**src/rtl/ov_frame_pkg.sv**
```systemverilog
// Shared types and helpers for the camera frame reader.
//   state_e          : controller states
//   MODE_*           : runtime packing modes (3 is folded onto MODE_RGB)
//   words_per_frame  : words produced by one frame in a given mode
//   norm_mode        : folds the reserved mode code onto RGB565
package ov_frame_pkg;

  typedef enum logic [2:0] {
    BOOT,
    WAIT_INIT,
    ARM,
    WRITE,
    RRST,
    READ
  } state_e;

  localparam logic [1:0] MODE_RGB  = 2'd0;
  localparam logic [1:0] MODE_GRAY = 2'd1;
  localparam logic [1:0] MODE_DEC2 = 2'd2;

  function automatic int unsigned words_per_frame(input logic [1:0]  mode,
                                                  input int unsigned h_act,
                                                  input int unsigned v_act);
    case (mode)
      MODE_GRAY: return (h_act * v_act) / 2;
      MODE_DEC2: return (h_act / 2) * (v_act / 2);
      default:   return h_act * v_act;
    endcase
  endfunction

  function automatic logic [1:0] norm_mode(input logic [1:0] mode);
    return (mode == 2'd3) ? MODE_RGB : mode;
  endfunction

endpackage

```
**src/rtl/ov_pix_pack.sv**
```systemverilog
// Byte-to-word packer for the frame reader. One registered stage.
//   clk, rst_n : clock, async active-low reset
//   i_valid    : a byte was sampled from the camera FIFO
//   i_byte     : the sampled byte
//   i_bidx     : byte index within the pixel (0 = first byte)
//   i_x0, i_y0 : LSBs of the pixel / line index of that byte
//   i_mode     : normalised packing mode
//   o_data     : packed word, held between writes
//   o_req      : one-cycle write strobe
module ov_pix_pack
  import ov_frame_pkg::*;
(
  input  logic        clk,
  input  logic        rst_n,
  input  logic        i_valid,
  input  logic [7:0]  i_byte,
  input  logic        i_bidx,
  input  logic        i_x0,
  input  logic        i_y0,
  input  logic [1:0]  i_mode,
  output logic [15:0] o_data,
  output logic        o_req
);

  logic [7:0]  r_hi;
  logic [15:0] r_data;
  logic        r_req;

  logic [7:0]  w_hi_nx;
  logic [15:0] w_data_nx;
  logic        w_req_nx;

  // Packing rules: RGB/DEC2 pair the two bytes of a pixel, GRAY pairs the Y
  // bytes (byte 0) of an even/odd pixel couple.
  always_comb begin
    w_hi_nx   = r_hi;
    w_data_nx = r_data;
    w_req_nx  = 1'b0;
    if (i_valid) begin
      if (i_mode == MODE_GRAY) begin
        if (!i_bidx) begin
          if (!i_x0) begin
            w_hi_nx = i_byte;
          end else begin
            w_data_nx = {r_hi, i_byte};
            w_req_nx  = 1'b1;
          end
        end
      end else begin
        if (!i_bidx) begin
          w_hi_nx = i_byte;
        end else if ((i_mode != MODE_DEC2) || (!i_x0 && !i_y0)) begin
          w_data_nx = {r_hi, i_byte};
          w_req_nx  = 1'b1;
        end
      end
    end
  end

  always_ff @(posedge clk or negedge rst_n) begin
    if (!rst_n) begin
      r_hi   <= '0;
      r_data <= '0;
      r_req  <= 1'b0;
    end else begin
      r_hi   <= w_hi_nx;
      r_data <= w_data_nx;
      r_req  <= w_req_nx;
    end
  end

  assign o_data = r_data;
  assign o_req  = r_req;

endmodule

```
**src/rtl/ov_frame_reader.sv**
```systemverilog
// AL422-style camera FIFO controller: boots the sensor, captures one frame
// between two VSYNC edges, then reads it out and pushes packed words into the
// SDRAM write FIFO with almost-full back-pressure.
//   S_CLK, RST_N        : system clock, async active-low reset
//   start_init/init_done: SCCB sequencer handshake
//   mode                : packing mode, latched when a capture is armed
//   OV_*                : camera FIFO control / data
//   w_usedw, w_req, w_clk, w_data : SDRAM write-FIFO port
//   frame_done, frame_cnt         : frame completion pulse and count
module ov_frame_reader
  import ov_frame_pkg::*;
#(
  parameter int unsigned H_ACT    = 640,
  parameter int unsigned V_ACT    = 480,
  parameter int unsigned USEDW_W  = 11,
  parameter int unsigned AFULL    = 1000,
  parameter int unsigned INIT_DLY = 1024,
  parameter int unsigned WRST_CYC = 4,
  parameter int unsigned RRST_CYC = 4,
  parameter int unsigned VS_POL   = 1
) (
  input  logic               S_CLK,
  input  logic               RST_N,
  output logic               start_init,
  input  logic               init_done,
  input  logic [1:0]         mode,
  input  logic [7:0]         OV_data,
  input  logic               OV_vsync,
  output logic               OV_wrst,
  output logic               OV_rrst,
  output logic               OV_oe,
  output logic               OV_wen,
  output logic               OV_rclk,
  input  logic [USEDW_W-1:0] w_usedw,
  output logic               w_req,
  output logic               w_clk,
  output logic [15:0]        w_data,
  output logic               frame_done,
  output logic [15:0]        frame_cnt
);

  localparam int unsigned X_W       = $clog2(H_ACT);
  localparam int unsigned Y_W       = $clog2(V_ACT);
  localparam int unsigned CNT_MAX_A = (INIT_DLY > WRST_CYC) ? INIT_DLY : WRST_CYC;
  localparam int unsigned CNT_MAX   = (CNT_MAX_A > 2 * RRST_CYC) ? CNT_MAX_A : 2 * RRST_CYC;
  localparam int unsigned CNT_W     = $clog2(CNT_MAX + 1);
  localparam logic        VS_IDLE   = (VS_POL == 0) ? 1'b1 : 1'b0;

  state_e           r_state;
  logic [CNT_W-1:0] r_cnt;
  logic             r_start_init;
  logic             r_wrst_n;
  logic             r_rrst_n;
  logic             r_oe_n;
  logic             r_wen;
  logic             r_rclk;
  logic [1:0]       r_mode_q;
  logic             r_bidx;
  logic [X_W-1:0]   r_x;
  logic [Y_W-1:0]   r_y;
  logic             r_done;
  logic             r_smp_vld;
  logic             r_frame_done;
  logic [15:0]      r_frame_cnt;

  logic             r_vs_s1;
  logic             r_vs_s2;
  logic             r_vs_d;
  logic             r_vs_q;

  logic [7:0]       r_smp_byte;
  logic             r_smp_bidx;
  logic             r_smp_x0;
  logic             r_smp_y0;

  state_e           w_state_nx;
  logic [CNT_W-1:0] w_cnt_nx;
  logic             w_start_init_nx;
  logic             w_wrst_n_nx;
  logic             w_rrst_n_nx;
  logic             w_oe_n_nx;
  logic             w_wen_nx;
  logic             w_rclk_nx;
  logic [1:0]       w_mode_q_nx;
  logic             w_bidx_nx;
  logic [X_W-1:0]   w_x_nx;
  logic [Y_W-1:0]   w_y_nx;
  logic             w_done_nx;
  logic             w_smp_vld_nx;
  logic             w_frame_done_nx;
  logic [15:0]      w_frame_cnt_nx;

  logic             w_vs_start;
  logic             w_afull;

  // VSYNC synchroniser and active-edge detect.
  always_ff @(posedge S_CLK or negedge RST_N) begin
    if (!RST_N) begin
      r_vs_s1 <= VS_IDLE;
      r_vs_s2 <= VS_IDLE;
      r_vs_d  <= VS_IDLE;
      r_vs_q  <= 1'b0;
    end else begin
      r_vs_s1 <= OV_vsync;
      r_vs_s2 <= r_vs_s1;
      r_vs_d  <= r_vs_s2;
      r_vs_q  <= w_vs_start;
    end
  end

  assign w_vs_start = (VS_POL != 0) ? (r_vs_s2 & ~r_vs_d) : (~r_vs_s2 & r_vs_d);
  assign w_afull    = (w_usedw >= USEDW_W'(AFULL));

  // Controller next-state and output logic.
  always_comb begin
    w_state_nx      = r_state;
    w_cnt_nx        = r_cnt;
    w_start_init_nx = 1'b0;
    w_wrst_n_nx     = r_wrst_n;
    w_rrst_n_nx     = r_rrst_n;
    w_oe_n_nx       = r_oe_n;
    w_wen_nx        = r_wen;
    w_rclk_nx       = r_rclk;
    w_mode_q_nx     = r_mode_q;
    w_bidx_nx       = r_bidx;
    w_x_nx          = r_x;
    w_y_nx          = r_y;
    w_done_nx       = r_done;
    w_smp_vld_nx    = 1'b0;
    w_frame_done_nx = 1'b0;
    w_frame_cnt_nx  = r_frame_cnt;

    case (r_state)
      BOOT: begin
        if (r_cnt == CNT_W'(INIT_DLY - 1)) begin
          w_start_init_nx = 1'b1;
          w_cnt_nx        = '0;
          w_state_nx      = WAIT_INIT;
        end else begin
          w_cnt_nx = r_cnt + CNT_W'(1);
        end
      end

      WAIT_INIT: begin
        if (init_done) w_state_nx = ARM;
      end

      // r_vs_q catches an edge that fired on the cycle ARM was entered.
      ARM: begin
        if (w_vs_start || r_vs_q) begin
          w_mode_q_nx = norm_mode(mode);
          w_wrst_n_nx = 1'b0;
          w_cnt_nx    = '0;
          w_state_nx  = WRITE;
        end
      end

      // Write-pointer reset pulse, then write enable until the closing edge.
      WRITE: begin
        if (!r_wrst_n) begin
          if (r_cnt == CNT_W'(WRST_CYC - 1)) begin
            w_wrst_n_nx = 1'b1;
            w_wen_nx    = 1'b1;
          end else begin
            w_cnt_nx = r_cnt + CNT_W'(1);
          end
        end
        if (w_vs_start) begin
          w_wrst_n_nx = 1'b1;
          w_wen_nx    = 1'b0;
          w_oe_n_nx   = 1'b0;
          w_rrst_n_nx = 1'b0;
          w_rclk_nx   = 1'b0;
          w_cnt_nx    = '0;
          w_state_nx  = RRST;
        end
      end

      // Read-pointer reset: toggle rclk every cycle for RRST_CYC periods.
      RRST: begin
        if (r_cnt == CNT_W'(2 * RRST_CYC - 1)) begin
          w_rrst_n_nx = 1'b1;
          w_rclk_nx   = 1'b0;
          w_cnt_nx    = '0;
          w_bidx_nx   = 1'b0;
          w_x_nx      = '0;
          w_y_nx      = '0;
          w_done_nx   = 1'b0;
          w_state_nx  = READ;
        end else begin
          w_cnt_nx  = r_cnt + CNT_W'(1);
          w_rclk_nx = ~r_rclk;
        end
      end

      // rclk low = phase A, high = phase B; the byte is taken as B ends.
      // After the last byte, wait for its word to leave the packer.
      READ: begin
        if (r_done) begin
          if (r_cnt == CNT_W'(1)) begin
            w_frame_done_nx = 1'b1;
            w_frame_cnt_nx  = r_frame_cnt + 16'd1;
            w_oe_n_nx       = 1'b1;
            w_done_nx       = 1'b0;
            w_cnt_nx        = '0;
            w_state_nx      = ARM;
          end else begin
            w_cnt_nx = r_cnt + CNT_W'(1);
          end
        end else if (!r_rclk) begin
          if (r_bidx || !w_afull) w_rclk_nx = 1'b1;
        end else begin
          w_rclk_nx    = 1'b0;
          w_smp_vld_nx = 1'b1;
          if (!r_bidx) begin
            w_bidx_nx = 1'b1;
          end else begin
            w_bidx_nx = 1'b0;
            if (r_x == X_W'(H_ACT - 1)) begin
              w_x_nx = '0;
              if (r_y == Y_W'(V_ACT - 1)) begin
                w_y_nx    = '0;
                w_done_nx = 1'b1;
              end else begin
                w_y_nx = r_y + Y_W'(1);
              end
            end else begin
              w_x_nx = r_x + X_W'(1);
            end
          end
        end
      end

      default: w_state_nx = BOOT;
    endcase
  end

  // Controller state register.
  always_ff @(posedge S_CLK or negedge RST_N) begin
    if (!RST_N) begin
      r_state      <= BOOT;
      r_cnt        <= '0;
      r_start_init <= 1'b0;
      r_wrst_n     <= 1'b1;
      r_rrst_n     <= 1'b1;
      r_oe_n       <= 1'b1;
      r_wen        <= 1'b0;
      r_rclk       <= 1'b0;
      r_mode_q     <= MODE_RGB;
      r_bidx       <= 1'b0;
      r_x          <= '0;
      r_y          <= '0;
      r_done       <= 1'b0;
      r_smp_vld    <= 1'b0;
      r_frame_done <= 1'b0;
      r_frame_cnt  <= '0;
    end else begin
      r_state      <= w_state_nx;
      r_cnt        <= w_cnt_nx;
      r_start_init <= w_start_init_nx;
      r_wrst_n     <= w_wrst_n_nx;
      r_rrst_n     <= w_rrst_n_nx;
      r_oe_n       <= w_oe_n_nx;
      r_wen        <= w_wen_nx;
      r_rclk       <= w_rclk_nx;
      r_mode_q     <= w_mode_q_nx;
      r_bidx       <= w_bidx_nx;
      r_x          <= w_x_nx;
      r_y          <= w_y_nx;
      r_done       <= w_done_nx;
      r_smp_vld    <= w_smp_vld_nx;
      r_frame_done <= w_frame_done_nx;
      r_frame_cnt  <= w_frame_cnt_nx;
    end
  end

  // Captured byte plus the indices it belongs to, before counters advance.
  always_ff @(posedge S_CLK or negedge RST_N) begin
    if (!RST_N) begin
      r_smp_byte <= '0;
      r_smp_bidx <= 1'b0;
      r_smp_x0   <= 1'b0;
      r_smp_y0   <= 1'b0;
    end else if (w_smp_vld_nx) begin
      r_smp_byte <= OV_data;
      r_smp_bidx <= r_bidx;
      r_smp_x0   <= r_x[0];
      r_smp_y0   <= r_y[0];
    end
  end

  ov_pix_pack u_pack (
    .clk    (S_CLK),
    .rst_n  (RST_N),
    .i_valid(r_smp_vld),
    .i_byte (r_smp_byte),
    .i_bidx (r_smp_bidx),
    .i_x0   (r_smp_x0),
    .i_y0   (r_smp_y0),
    .i_mode (r_mode_q),
    .o_data (w_data),
    .o_req  (w_req)
  );

  assign start_init = r_start_init;
  assign OV_wrst    = r_wrst_n;
  assign OV_rrst    = r_rrst_n;
  assign OV_oe      = r_oe_n;
  assign OV_wen     = r_wen;
  assign OV_rclk    = r_rclk;
  assign w_clk      = S_CLK;
  assign frame_done = r_frame_done;
  assign frame_cnt  = r_frame_cnt;

endmodule

```
**config.mk**
```make
export PLATFORM = sky130hd
export DESIGN_NAME = ov_frame_reader
export DESIGN_NICKNAME = d
export VERILOG_FILES = /design/src/rtl/ov_frame_pkg.sv /design/src/rtl/ov_pix_pack.sv /design/src/rtl/ov_frame_reader.sv
export SDC_FILE = /design/constraint.sdc
export NUM_CORES = 1
export LEC_CHECK = 0
export ABC_AREA = 0
export CAP_MARGIN = 20
export CORE_MARGIN = 3
export CORE_UTILIZATION = 59
export CTS_CLUSTER_SIZE = 20
export DETAILED_ROUTE_END_ITERATION = 10
export PLACE_DENSITY = 0.85
export SLEW_MARGIN = 20
export SYNTH_ARGS = -nofsm -noshare
export SYNTH_HDL_FRONTEND = slang
export SYNTH_SLANG_ARGS = --single-unit
```
**constraint.sdc**
```tcl
create_clock -name S_CLK -period 4.1 [get_ports S_CLK]
set_input_delay 0.41 -clock S_CLK [delete_from_list [all_inputs] [get_ports S_CLK]]
set_output_delay 0.41 -clock S_CLK [all_outputs]
set_load 0.01 [all_outputs]
```
==> results.md <==
* Die area at 9250 sq um
* Final setup TNS at 0 ns
* Crit path kind: clock port to output pin
* Slew HR at 0.350
* Leading cell type in the layout, fill and taps excluded: dfrtp_1
* Adder-cell share of the synthesized area at 0.0130
* Max_cap viols at 0
* Crit path cell chain: clkbuf_8 -> clkbuf_8 -> clkdlybuf4s50_1
* Primary FF master, synth: dfrtp_1
* HPWL after detailed placement at around 6900 um
* Top delay family on crit path: buffers and inverters
* Slowest-stage cell, CP: clkdlybuf4s50_1
* Util after Layout at 0.732
* Post-CTS Setup Repair Bufs at 0
* Smallest hold slack at 0.0641 ns
* Worst skew pair latency at 0.48 ns
* Post-layout nets at 546
* Critical path fanouts, max at 2
* Fill cells at 560
* Most frequent cells in the layout: dfrtp_1, clkdlybuf4s50_1, nand2_1, mux2_2, nor2_1
* Compound-cell area share of the yosys netlist at 0.112
* Worst vdd ir at 0.000236 V
* Syn Area/Cell at 10.6 sq um
* Worst path arrival time at 2.75 ns
* Synth Register Bits at 101
* Pin count of the biggest net entering global routing at 81
* CP required at 3.69 ns
* Critical Path Start Type: clock port
* Synth warnings at 0
* Final hold vios at 0
* Total gr overflow at 0
* M1 wire length at 4450 um
* Outcome: finished clean
* CTS tree: built
* # setup viols final at 0
* Leak pwr at 2.47 nW
* Gpl congestion at just over 0.9
* # diodes at 0
* Synth Instances at 452
* Top routing layer used: met4
* CORE AREA at 7810 sq um
* PD cells at 491 nW/um^2
* Yosys top cell by area: dfrtp_1
* DR iter-0 viols at approximately 190
* Post-Syn Nets at 482
* Setup slack, reg-to-reg at approximately 1.4 ns
* Synth top area cells: dfrtp_1, mux2_2, o21ai_0
* RSZ-0062 raised after global routing: false
* Starting density of the core at 0.615
* Post-Syn Area at 4800 sq um
* Via count of the routed design at 3632
* Layout cell share with drive strength beyond 1 at 0.140
* Setup Skew at roughly 0.011 ns
* Post-Synth XOR/XNOR Area at 0.0292
* Row Count at 32
* Total GRT Usage at 0.238
* Class of the worst hold path: primary input to async pin
* Buf/Inv on CP at 3
* Via/cell ratio at 5.83
* Synth Area in Simple Gates at 0.201
* Post-synth cell types at 55
* Global-route wire length before repair at 16800 um
* DRT Pass-1 Iters at 4
* Largest family of logic cells by synthesized area: simple AND/OR/NAND/NOR gates
* Post-DRT Antenna Nets at 0
* Die Span Y at about 96 um
* Clock slew at reported path FFs at 0.11 ns
* Initial antenna violation count at 0
* Vias in the first global route at 3646
* Post-Route WL at 9880 um
* Crit-path most repeated cell: clkbuf_8
* Top cell type's share of synthesized area at 0.511
* CTS Hold Bufs at 0
* Area growth syn-to-layout at 19.1%
* Routed len/inst at 15.9 um
* Number of synthesized flops with an enable pin at 0
* Final Max Tran Viols at 0
* # resized after CTS at 0
* Met3 wire length at 614 um
* Port bufs at 62
* Sequential fraction of the synthesis area at 0.527
* DR WL met2 at 4680 um
* # IOs at 66
* DRC viols at 0
* Critical path's largest stage delay at 0.47 ns
* Die Span X at a little under 100 um
* Actual slew at the worst max-slew pin at ~1 ns
* Post-synthesis async set-or-reset flop share at 1.00
* Post-synthesis mux area share at 0.0889
* Crit end category: output pin
-- flip-flops by register name, indices dropped and copies added (netlist names), 2 cells and up --
register and cells:
r_smp_byte 8, r_y 9, r_x 10, r_cnt 11
frame_cnt 16, r_mode_q 2, u_pack.o_data 16, u_pack.r_hi 8
r_state 3
-- routing by layer --
metal / global-route usage / up-vias
li1: - / 1738
met1: 0.305 / 1778
met2: 0.386 / 99
met3: 0.0790 / 17
met4: 0.0699 / 0
met5: 0 / -
-- area by class of cell --
type	instances	area [sq um]	area share
flip-flops and latches	101	2530	0.443
clock buffers	14	179	0.0313
well taps	102	128	0.0223
clock inverters	6	55.1	0.00963
repair buffers	63	623	0.109
inverters	17	63.8	0.0112
multi-input cells	320	2130	0.374
-- report_power, final --
part | switching [mW] | internal (mW) | total, mW
combinational | 0.299 | 0.441 | 0.740
clock | 0.395 | 0.313 | 0.708
sequential | 0.147 | 1.21 | 1.36
total | 0.841 | 1.97 | 2.81
-- stage by stage --
stage                     setup WS, ns  power, mW  instances  area, sq um
after floorplan                   1.52       1.81        452         4800
after global placement            1.19       2.10        604         5490
after detailed placement          1.19       2.15        604         5490
after CTS                        0.931       2.84        623         5710
after global routing             0.928       2.97        623         5710
final                            0.944       2.81        623         5710
-- synthesized netlist by cell type, types with 2 or more instances --
library cell / number
dfstp_2: 3
nor2_2: 2
dfrtp_1: 98
inv_1: 17
o211ai_1: 2
nor3_2: 3
or4_1: 3
o22ai_1: 2
nor3_1: 8
buf_2: 2
or4_4: 2
mux2_2: 36
and2_1: 3
a22o_1: 8
nor2b_1: 5
nand2b_1: 14
nor2_1: 36
and3_1: 11
nand4_1: 11
o21ai_1: 7
or3_1: 3
nand2_1: 38
o31ai_1: 8
a21oi_1: 11
o21ai_0: 35
nand3_1: 20
or3b_1: 2
nand3b_1: 4
nor4_1: 4
ha_1: 5
xor2_1: 9
clkbuf_1: 8
buf_4: 4
xnor2_1: 7
-- worst register-to-register path, cell delays in order, from the launching register on --
cell	delay (ns)
dfrtp_1	0.71
and3b_1	0.53
nand2_1	0.18
nor4_4	0.43
nand4_1	0.31
nor3_2	0.22
xor2_1	0.19
-- logic make-up after synthesis --
kind of cell | after synthesis
compound gates | 83
xor+xnor | 16
fa+ha+maj | 5
buf+inv | 31
flops | 101
mux | 38
simple gates | 178
-- path summary, 6_finish.rpt --
kind	start	end	cells after the start
min	RST_N	r_smp_byte[5]	1
max in group asynchronous	RST_N	OV_rrst	2
max	S_CLK	w_clk	3
max reg2reg	r_state[0]	frame_cnt[15]	6
min in group S_CLK	r_vs_s1	r_vs_s2	0
min reg2reg	r_vs_s1	r_vs_s2	0
(Power assumes the default switching activity.)
